===== config.mk =====
export PLATFORM = sky130hd
export DESIGN_NAME = box_arbiter
export DESIGN_NICKNAME = d
export VERILOG_FILES = /design/src/rtl/box_arbiter.sv
export SDC_FILE = /design/constraint.sdc
export NUM_CORES = 1
export LEC_CHECK = 0
export ABC_AREA = 0
export BUFFER_PORTS_ARGS = -buffer_cell sky130_fd_sc_hd__buf_2
export CAP_MARGIN = 15
export CORE_MARGIN = 2
export CORE_UTILIZATION = 37
export CTS_BUF_LIST = sky130_fd_sc_hd__clkbuf_8
export DETAILED_ROUTE_END_ITERATION = 12
export HOLD_SLACK_MARGIN = 0.1
export PLACE_DENSITY = 0.81
export RECOVER_POWER = 25
export REMOVE_ABC_BUFFERS = 1
export SLEW_MARGIN = 20
export SYNTH_ARGS = -nofsm -noshare
export SYNTH_HDL_FRONTEND = slang
export SYNTH_SLANG_ARGS = --single-unit

===== constraint.sdc =====
create_clock -name clock -period 2.23 [get_ports clock]
set_clock_uncertainty 0.1 [all_clocks]
set_input_delay 0.1115 -clock clock [delete_from_list [all_inputs] [get_ports clock]]
set_output_delay 0.1115 -clock clock [all_outputs]
set_load 0.005 [all_outputs]

===== src/rtl/box_arbiter.sv =====
// Read/write port arbiter for the 512x3 box pixel RAM: display scanout vs game logic
// on the read port, game logic vs fill sequencer (BOX_ARBITER_FILL_EN) on the write port.
module box_arbiter #(
  parameter int AW       = 9,
  parameter int DW       = 3,
  parameter int MAX_WAIT = 8
) (
  input  logic          clock,
  input  logic          reset_n,
  input  logic          dispReq,
  input  logic [AW-1:0] dispAddr,
  output logic          dispGnt,
  output logic          dispValid,
  output logic [DW-1:0] dispData,
  input  logic          logicReq,
  input  logic          logicWe,
  input  logic [AW-1:0] logicAddr,
  input  logic [DW-1:0] logicWData,
  output logic          logicAck,
  output logic          logicRValid,
  output logic [DW-1:0] logicRData,
  input  logic          fillStart,
  input  logic [DW-1:0] fillValue,
  output logic          fillBusy,
  output logic          fillDone,
  output logic          boxWE,
  output logic          boxRE,
  output logic [AW-1:0] boxWAddr,
  output logic [AW-1:0] boxRAddr,
  output logic [DW-1:0] boxDataIn,
  input  logic [DW-1:0] boxDataOut
);

  localparam int WW = $clog2(MAX_WAIT + 1);

  typedef enum logic [1:0] {TAG_NONE, TAG_DISP, TAG_LOGIC} rd_tag_e;

  logic          logic_rd, logic_wr, logic_rd_win, disp_win, wr_ack;
  logic          fill_busy, fill_done, fill_we;
  logic [AW-1:0] fill_addr;
  logic [DW-1:0] fill_data;
  logic [WW-1:0] wait_cnt_q, wait_cnt_d;
  rd_tag_e       rd_tag_q, rd_tag_d;

  // NOTE: every signal of this block is assigned before any branch, so no latch is inferred.
  always_comb begin
    logic_rd     = logicReq & ~logicWe & reset_n;
    logic_wr     = logicReq & logicWe & reset_n;
    logic_rd_win = logic_rd & (~dispReq | (wait_cnt_q == WW'(MAX_WAIT)));
    disp_win     = dispReq & reset_n & ~logic_rd_win;
    wr_ack       = logic_wr & ~fill_busy;

    wait_cnt_d = wait_cnt_q;
    if (logic_rd_win | wr_ack)
      wait_cnt_d = '0;
    else if (logic_rd && wait_cnt_q != WW'(MAX_WAIT))
      wait_cnt_d = wait_cnt_q + WW'(1);

    // The tag remembers who owns the data the RAM returns next cycle.
    rd_tag_d = disp_win ? TAG_DISP : (logic_rd_win ? TAG_LOGIC : TAG_NONE);
  end

  // NOTE: sequential state uses non-blocking assignments so all flops sample pre-edge values.
  always_ff @(posedge clock or negedge reset_n) begin
    if (!reset_n) begin
      wait_cnt_q <= '0;
      rd_tag_q   <= TAG_NONE;
    end else begin
      wait_cnt_q <= wait_cnt_d;
      rd_tag_q   <= rd_tag_d;
    end
  end

`ifdef BOX_ARBITER_FILL_EN
  typedef enum logic {IDLE, FILL} fill_state_e;

  fill_state_e   state_q, state_d;
  logic [AW-1:0] fill_addr_q, fill_addr_d;
  logic [DW-1:0] fill_val_q, fill_val_d;
  logic          fill_done_q, fill_done_d;

  always_comb begin
    state_d     = state_q;
    fill_addr_d = fill_addr_q;
    fill_val_d  = fill_val_q;
    fill_done_d = 1'b0;
    case (state_q)
      IDLE: if (fillStart) begin
        state_d     = FILL;
        fill_addr_d = '0;
        fill_val_d  = fillValue;
      end
      FILL: begin
        // Hold the address on the last entry instead of wrapping to 0.
        if (fill_addr_q == {AW{1'b1}}) begin
          state_d     = IDLE;
          fill_done_d = 1'b1;
        end else begin
          fill_addr_d = fill_addr_q + AW'(1);
        end
      end
      default: state_d = IDLE;
    endcase
  end

  always_ff @(posedge clock or negedge reset_n) begin
    if (!reset_n) begin
      state_q     <= IDLE;
      fill_addr_q <= '0;
      fill_val_q  <= '0;
      fill_done_q <= 1'b0;
    end else begin
      state_q     <= state_d;
      fill_addr_q <= fill_addr_d;
      fill_val_q  <= fill_val_d;
      fill_done_q <= fill_done_d;
    end
  end

  assign fill_busy = (state_q == FILL);
  assign fill_we   = fill_busy;
  assign fill_done = fill_done_q;
  assign fill_addr = fill_addr_q;
  assign fill_data = fill_val_q;
`else
  logic unused_fill;
  assign unused_fill = ^{fillStart, fillValue};
  assign fill_busy   = 1'b0;
  assign fill_we     = 1'b0;
  assign fill_done   = 1'b0;
  assign fill_addr   = '0;
  assign fill_data   = '0;
`endif

  assign dispGnt     = disp_win;
  assign logicAck    = logic_rd_win | wr_ack;
  assign boxRE       = disp_win | logic_rd_win;
  assign boxRAddr    = logic_rd_win ? logicAddr : (disp_win ? dispAddr : '0);
  assign boxWE       = wr_ack | fill_we;
  assign boxWAddr    = fill_we ? fill_addr : (wr_ack ? logicAddr : '0);
  assign boxDataIn   = fill_we ? fill_data : (wr_ack ? logicWData : '0);
  assign dispValid   = (rd_tag_q == TAG_DISP);
  assign dispData    = dispValid ? boxDataOut : '0;
  assign logicRValid = (rd_tag_q == TAG_LOGIC);
  assign logicRData  = logicRValid ? boxDataOut : '0;
  assign fillBusy    = fill_busy;
  assign fillDone    = fill_done;

endmodule

==> run metrics, run 1 <==
fin crit period=2.109 ns; Worst IR Drop VDD=around 0.5 mV; syn avg cell area=8.820 um^2; placement row count=15; grt ovf=0; clock root cell=clkbuf_8; Seq/Total Area, Yosys=21.02%; largest net degree at the start of global routing=23; DR DRC count=0; type of origin of the critical path=register; first-pass GRT wire length=~2800 um; Crit Path Class=reg2out; ys async rst share=100.0%; Clock power frac=39.5%; main area contributors after synthesis=dfrtp_1 (21%), mux2_4 (17%), and2_1 (16%), and3_1 (8.8%), ha_1 (3.5%); Pre-Repair DR Iteration Count=4; nets=181; Critical Path AT=1.90 ns; Gate power share=30.1%; area leader, netlist=dfrtp_1; FF/Latch Area=150.1 um^2; status=finished, final reports clean; Final ANT Viol Nets=0; Worst-Skew Late Latency=between 0.2 and 0.25 ns; area of the multi-input gates=518.0 um^2; die area=0.002298 mm^2; initial DRC count=5; P&R area growth vs syn=52.54%; Die Y=47.94 um; core footprint=0.001764 mm^2; number of synthesized flops with an enable pin=0; IO Port Bufs=61; Tot Pwr=between 0.4 and 0.5 mW; clock slew at reported path FFs=0.03 ns; power density over the cells=approximately 370 mW/mm^2; Reg power frac=30.4%; HP Class=in2reg; vias in the first global route=675; initial antenna violation count=0; Max Cap Viol=0; post-synthesis xor/xnor area fraction=0%; drt wl/cell=11.51 um; P_sw=0.1022 mW; largest family of logic cells by synthesized area=simple AND/OR/NAND/NOR gates; sw frac=approximately 26%; CTS sink count=6; Mapped Cells=81; layout cells sized above 1=52.78%; simple-gate portion of the synthesized area=40.81%; filler instances=around 180; post-synthesis register bit count=6; P_int=0.2979 mW; compound-gate portion of the synthesized area=7.356%; Adder-Cell Fraction of Synth Area=3.503%; Netlist Area Pre-Place=714.4 um^2; TritonCTS Buffers=3; Total Routing Usage GR=18.01%; RSZ-0062 raised after global routing=no; max-slew violations=0; Most used DFF post-synth=dfrtp_1; Yosys warning total=0; CTS tree=yes; Clock Path Buffers=2; crit path capture type=output pin; final setup fails=0; final hold vios=0; static leakage=0.6584 nW; number of diodes=0; routability congestion estimate from global placement=about 0.77; Starting Density=around 40%; Cell variety after synth=27; via density per instance=roughly 4.7; IO Count=68; dpl hpwl=about 1600 um; Post-CTS Setup Bufs=0; top cell type's share of synthesized area=21.02%; TNS Setup=0 ns; Max FO, Critical Path=7; Final Cycle Share=94.58%; mux cell area share after synthesis=19.79%; H-tree levels=1; Die Wd=47.94 um; Max Freq=0.4741 GHz; final WL=1945 um; Worst Path Required=2.02 ns; total vias in the final route=791
[metrics by stage]
step / cell area [um^2] / setup WS [ns] / utilization, % / hold slack [ns] / instances
global placement: 1039 / 0.3399 / 58.87 / -0.02253 / 165
CTS: 1090 / 0.07150 / 61.77 / 0.1314 / 169
floorplan: 679.4 / 0.3174 / - / -0.2841 / 76
global route: 1090 / 0.01266 / 61.77 / 0.1441 / 169
detailed placement: 1039 / 0.3086 / 58.87 / -0.01257 / 165
finish: 1090 / 0.1208 / 61.77 / 0.1400 / 169
[worst max-delay path: stages, from the launching register on]
cell and delay (ns):
dfrtp_1 0.40, inv_1 0.09, ha_1 0.20, nand3b_4 0.10
a211oi_4 0.26, buf_6 0.18, mux2_2 0.33, buf_2 0.12
[cell usage after synthesis (all sizes together) (2+ instances only)]
library cell and instances:
buf 4, clkbuf 2, mux2 9, nand3 3
and2 18, ha 2, and3 10, dfrtp 6
o21ai 4, inv 3, nand2 6, nor2b 3
nand3b 2
[power by group through the flow]
stage                     clock network [mW]  registers [mW]  logic (mW)
after floorplan                            0           0.122      0.0551
after global placement                     0           0.122       0.116
after detailed placement                   0           0.123       0.120
after CTS                              0.163           0.122       0.122
after global routing                   0.171           0.122       0.134
final                                  0.158           0.121       0.121
[state kept, by name (all words and copies together), names as in the netlist]
name / cells
rd_tag_q: 2
wait_cnt_q: 4
[layer usage]
metal / part of all wire [%] / GRT usage [%] / wire length, um / vias to the layer above
li1: - / - / - / 396
met1: 38 / 17.05 / 744 / 362
met2: 53 / 34.40 / 1040 / 31
met3: 7.2 / 7.925 / 140 / 2
met4: 0.98 / 5.405 / 19 / 0
met5: 0 / 0 / 0 / -
[timing repair]
action                                  in CTS  in global routing
gates resized for setup                      0                  1
endpoints found under the setup margin       0                  1
hold buffers                                 1                  0
endpoints found under the hold margin        6                  0
[kinds of logic (layout without fill, tap and decap cells)]
logic type,count (synthesis),in the layout
adders and majority gates,2,2
AOI/OAI and AO/OA,7,7
DFF,6,6
muxes,10,10
other,1,2
and+or+nand+nor,46,46
buffers and inverters,9,71
[path summary, 6_finish.rpt]
kind	from	endpoint	depth (start not counted)	slack [ns]
hold / removal	logicReq	wait_cnt_q[1]	3	0.14
hold reg to reg	wait_cnt_q[1]	wait_cnt_q[1]	2	0.45
min in group asynchronous	reset_n	rd_tag_q[1]	3	0.34
setup reg to reg	wait_cnt_q[0]	rd_tag_q[0]	6	0.75
setup / recovery	wait_cnt_q[0]	boxRAddr[8]	7	0.12
max in group asynchronous	reset_n	wait_cnt_q[0]	3	1.51
[placed cells by master (no fill, tap or decap), types with 2 or more instances in the layout]
master	count
and2_0	2
and2_1	16
and3_1	10
buf_2	58
buf_4	2
clkbuf_1	3
clkbuf_8	3
conb_1	2
dfrtp_1	6
ha_1	2
inv_1	3
mux2_4	8
nand2_1	5
nand3_1	3
nor2b_1	3
o21ai_0	4
[cell type report]
class | count | share of cell area (%)
Multi-Input combinational cell | 67 | 47.53
Timing Repair Buffer | 65 | 31.00
Sequential cell | 6 | 13.78
Clock buffer | 3 | 3.789
Tap cell | 25 | 2.870
Inverter | 3 | 1.033
No activity file was read; power rests on OpenSTA's default activity.
==> run 2, diff against run 1 <==
--- a/constraint.sdc
+++ b/constraint.sdc
@@ -4,2 +4,2 @@
 set_output_delay 0.1115 -clock clock [all_outputs]
-set_load 0.005 [all_outputs]
+set_load 0.02 [all_outputs]
==> run metrics, run 2 (synthesis results as in run 1) <==
status=finished, final reports clean; grt ovf=0; Max Cap Viol=0; Total Routing Usage GR=18.01%; DR DRC count=0; CP Cell Sequence=inv_1 > ha_1 > nand3b_4 > a211oi_4 > buf_6 > mux2_2 > buf_2; IO Count=68; RR Startpoint=wait_cnt_q[0]; FF-to-FF path depth=6; initial DRC count=8; drt wl/cell=11.62 um; Clock Path Buffers=2; Pre-Repair DR Iteration Count=4; Starting Density=40.50%; Die Wd=47.94 um; largest net degree at the start of global routing=23; Max FO, Critical Path=7; dpl hpwl=approximately 1600 um; biggest regs=wait_cnt_q x4, rd_tag_q x2; Final Cycle Share=a little over nine tenths; power density over the cells=between 300 and 400 mW/mm^2; Crit-path slowest cell=dfrtp_1; Die Y=47.94 um; RSZ-0062 raised after global routing=no; filler instances=190; Worst Path Required=2.02 ns; TritonCTS Buffers=3; clock root cell=clkbuf_8; commonest non-fill, non-tap cell in the layout=buf_2; Critical Path AT=1.90 ns; IO Port Bufs=61; CTS sink count=6; H-tree levels=1; Worst-Skew Late Latency=0.22 ns; CP peak stage delay=0.40 ns; crit path capture type=output pin; worst hold slack=roughly 0.14 ns; die area=0.002298 mm^2; final setup fails=0; CTS tree=yes; top cell family by delay on the critical path=buffers and inverters; first-pass GRT wire length=between 2000 and 3000 um; HP Class=in2reg; commonest non-fill, non-tap cells in the layout=buf_2 (56), and2_1 (18), and3_1 (10); total vias in the final route=803; crit path capture=boxRAddr[8]; placement row count=15; Final ANT Viol Nets=0; final WL=1964 um; max-slew violations=0; nets=181; clock slew at reported path FFs=0.03 ns; crit path buf inv count=3; fin crit period=2.115 ns; number of diodes=0; vias in the first global route=685; type of origin of the critical path=register; P&R area growth vs syn=52.19%; final hold vios=0; routability congestion estimate from global placement=between 0.7 and 0.8; core footprint=between 0.0015 and 0.002 mm^2; initial antenna violation count=0; static leakage=0.6522 nW; Post-CTS Setup Bufs=0; Worst IR Drop VDD=0.5066 mV; via density per instance=4.751; R2R Setup Slk=0.78 ns; max reg flops=4; layout cells sized above 1=51.39%; Crit. Startpoint=wait_cnt_q[0]; worst r2r dst=rd_tag_q[0]; Top reg by flops=wait_cnt_q; Max Freq=0.4728 GHz; Worst path depth=7; Crit Path Class=reg2out; TNS Setup=0 ns
-- run 2: changes by cell type in the layout (fill, tap and decap cells not counted), sizes merged --
cell,delta
buf,-2
clkbuf,+2
-- run 2: metal layers --
metal	routed length, um	share of wire [%]	up-vias	global-route usage [%]
li1	-	-	395	-
met1	736	37	377	17.50
met2	1079	55	31	34.40
met3	147	7.5	0	7.925
met4	0	0	0	4.324
met5	0	0	-	0
-- run 2: worst min path at each step --
stage	cells past startpoint	startpoint	slack, ns	endpoint
after global placement	2	reset_n	-0.02	wait_cnt_q[3]
after CTS	3	logicReq	0.14	wait_cnt_q[1]
after global routing	3	logicReq	0.15	wait_cnt_q[1]
after floorplan	0	reset_n	-0.28	rd_tag_q[0]
final	3	logicReq	0.14	wait_cnt_q[1]
after detailed placement	2	reset_n	-0.02	wait_cnt_q[3]
-- run 2: tightest hold or removal path: cells and delay by family --
kind | cells | cell delay [ns]
compound gates | 1 | 0.07
buf+inv | 1 | 0.14
simple gates | 1 | 0.08
-- run 2: power breakdown --
| group | internal [mW] | total (mW) | switching [mW] |
|---|---|---|---|
| combinational | 0.0667 | 0.149 | 0.0828 |
| sequential | 0.116 | 0.122 | 0.00623 |
| clock | 0.116 | 0.157 | 0.0419 |
| total | 0.298 | 0.429 | 0.131 |
-- run 2: repair_timing --
| item | CTS | global route |
|---|---|---|
| setup endpoints to repair | 0 | 1 |
| gates resized for setup | 0 | 2 |
| hold endpoints to repair | 6 | 0 |
| hold buffers | 1 | 0 |
-- run 2: area by class of cell --
class                   count  area (um^2)  share of cell area, %
inverters                   3        11.26                  1.036
flip-flops and latches      6        150.1                  13.81
well taps                  25        31.28                  2.877
multi-input cells          67        518.0                  47.64
clock buffers               3        41.29                  3.797
repair buffers             65        335.3                  30.84
-- run 2: per-stage QoR --
stage	cells	setup slack (ns)	utilization (%)	instance area, um^2	power (mW)
final	169	0.1150	61.63	1087	0.4289
after global routing	169	0.02201	61.63	1087	0.4572
after CTS	169	0.04001	61.77	1090	0.4356
after detailed placement	165	0.2785	58.87	1039	0.2727
after global placement	165	0.3084	58.87	1039	0.2676
after floorplan	76	0.2664	-	679.4	0.2057
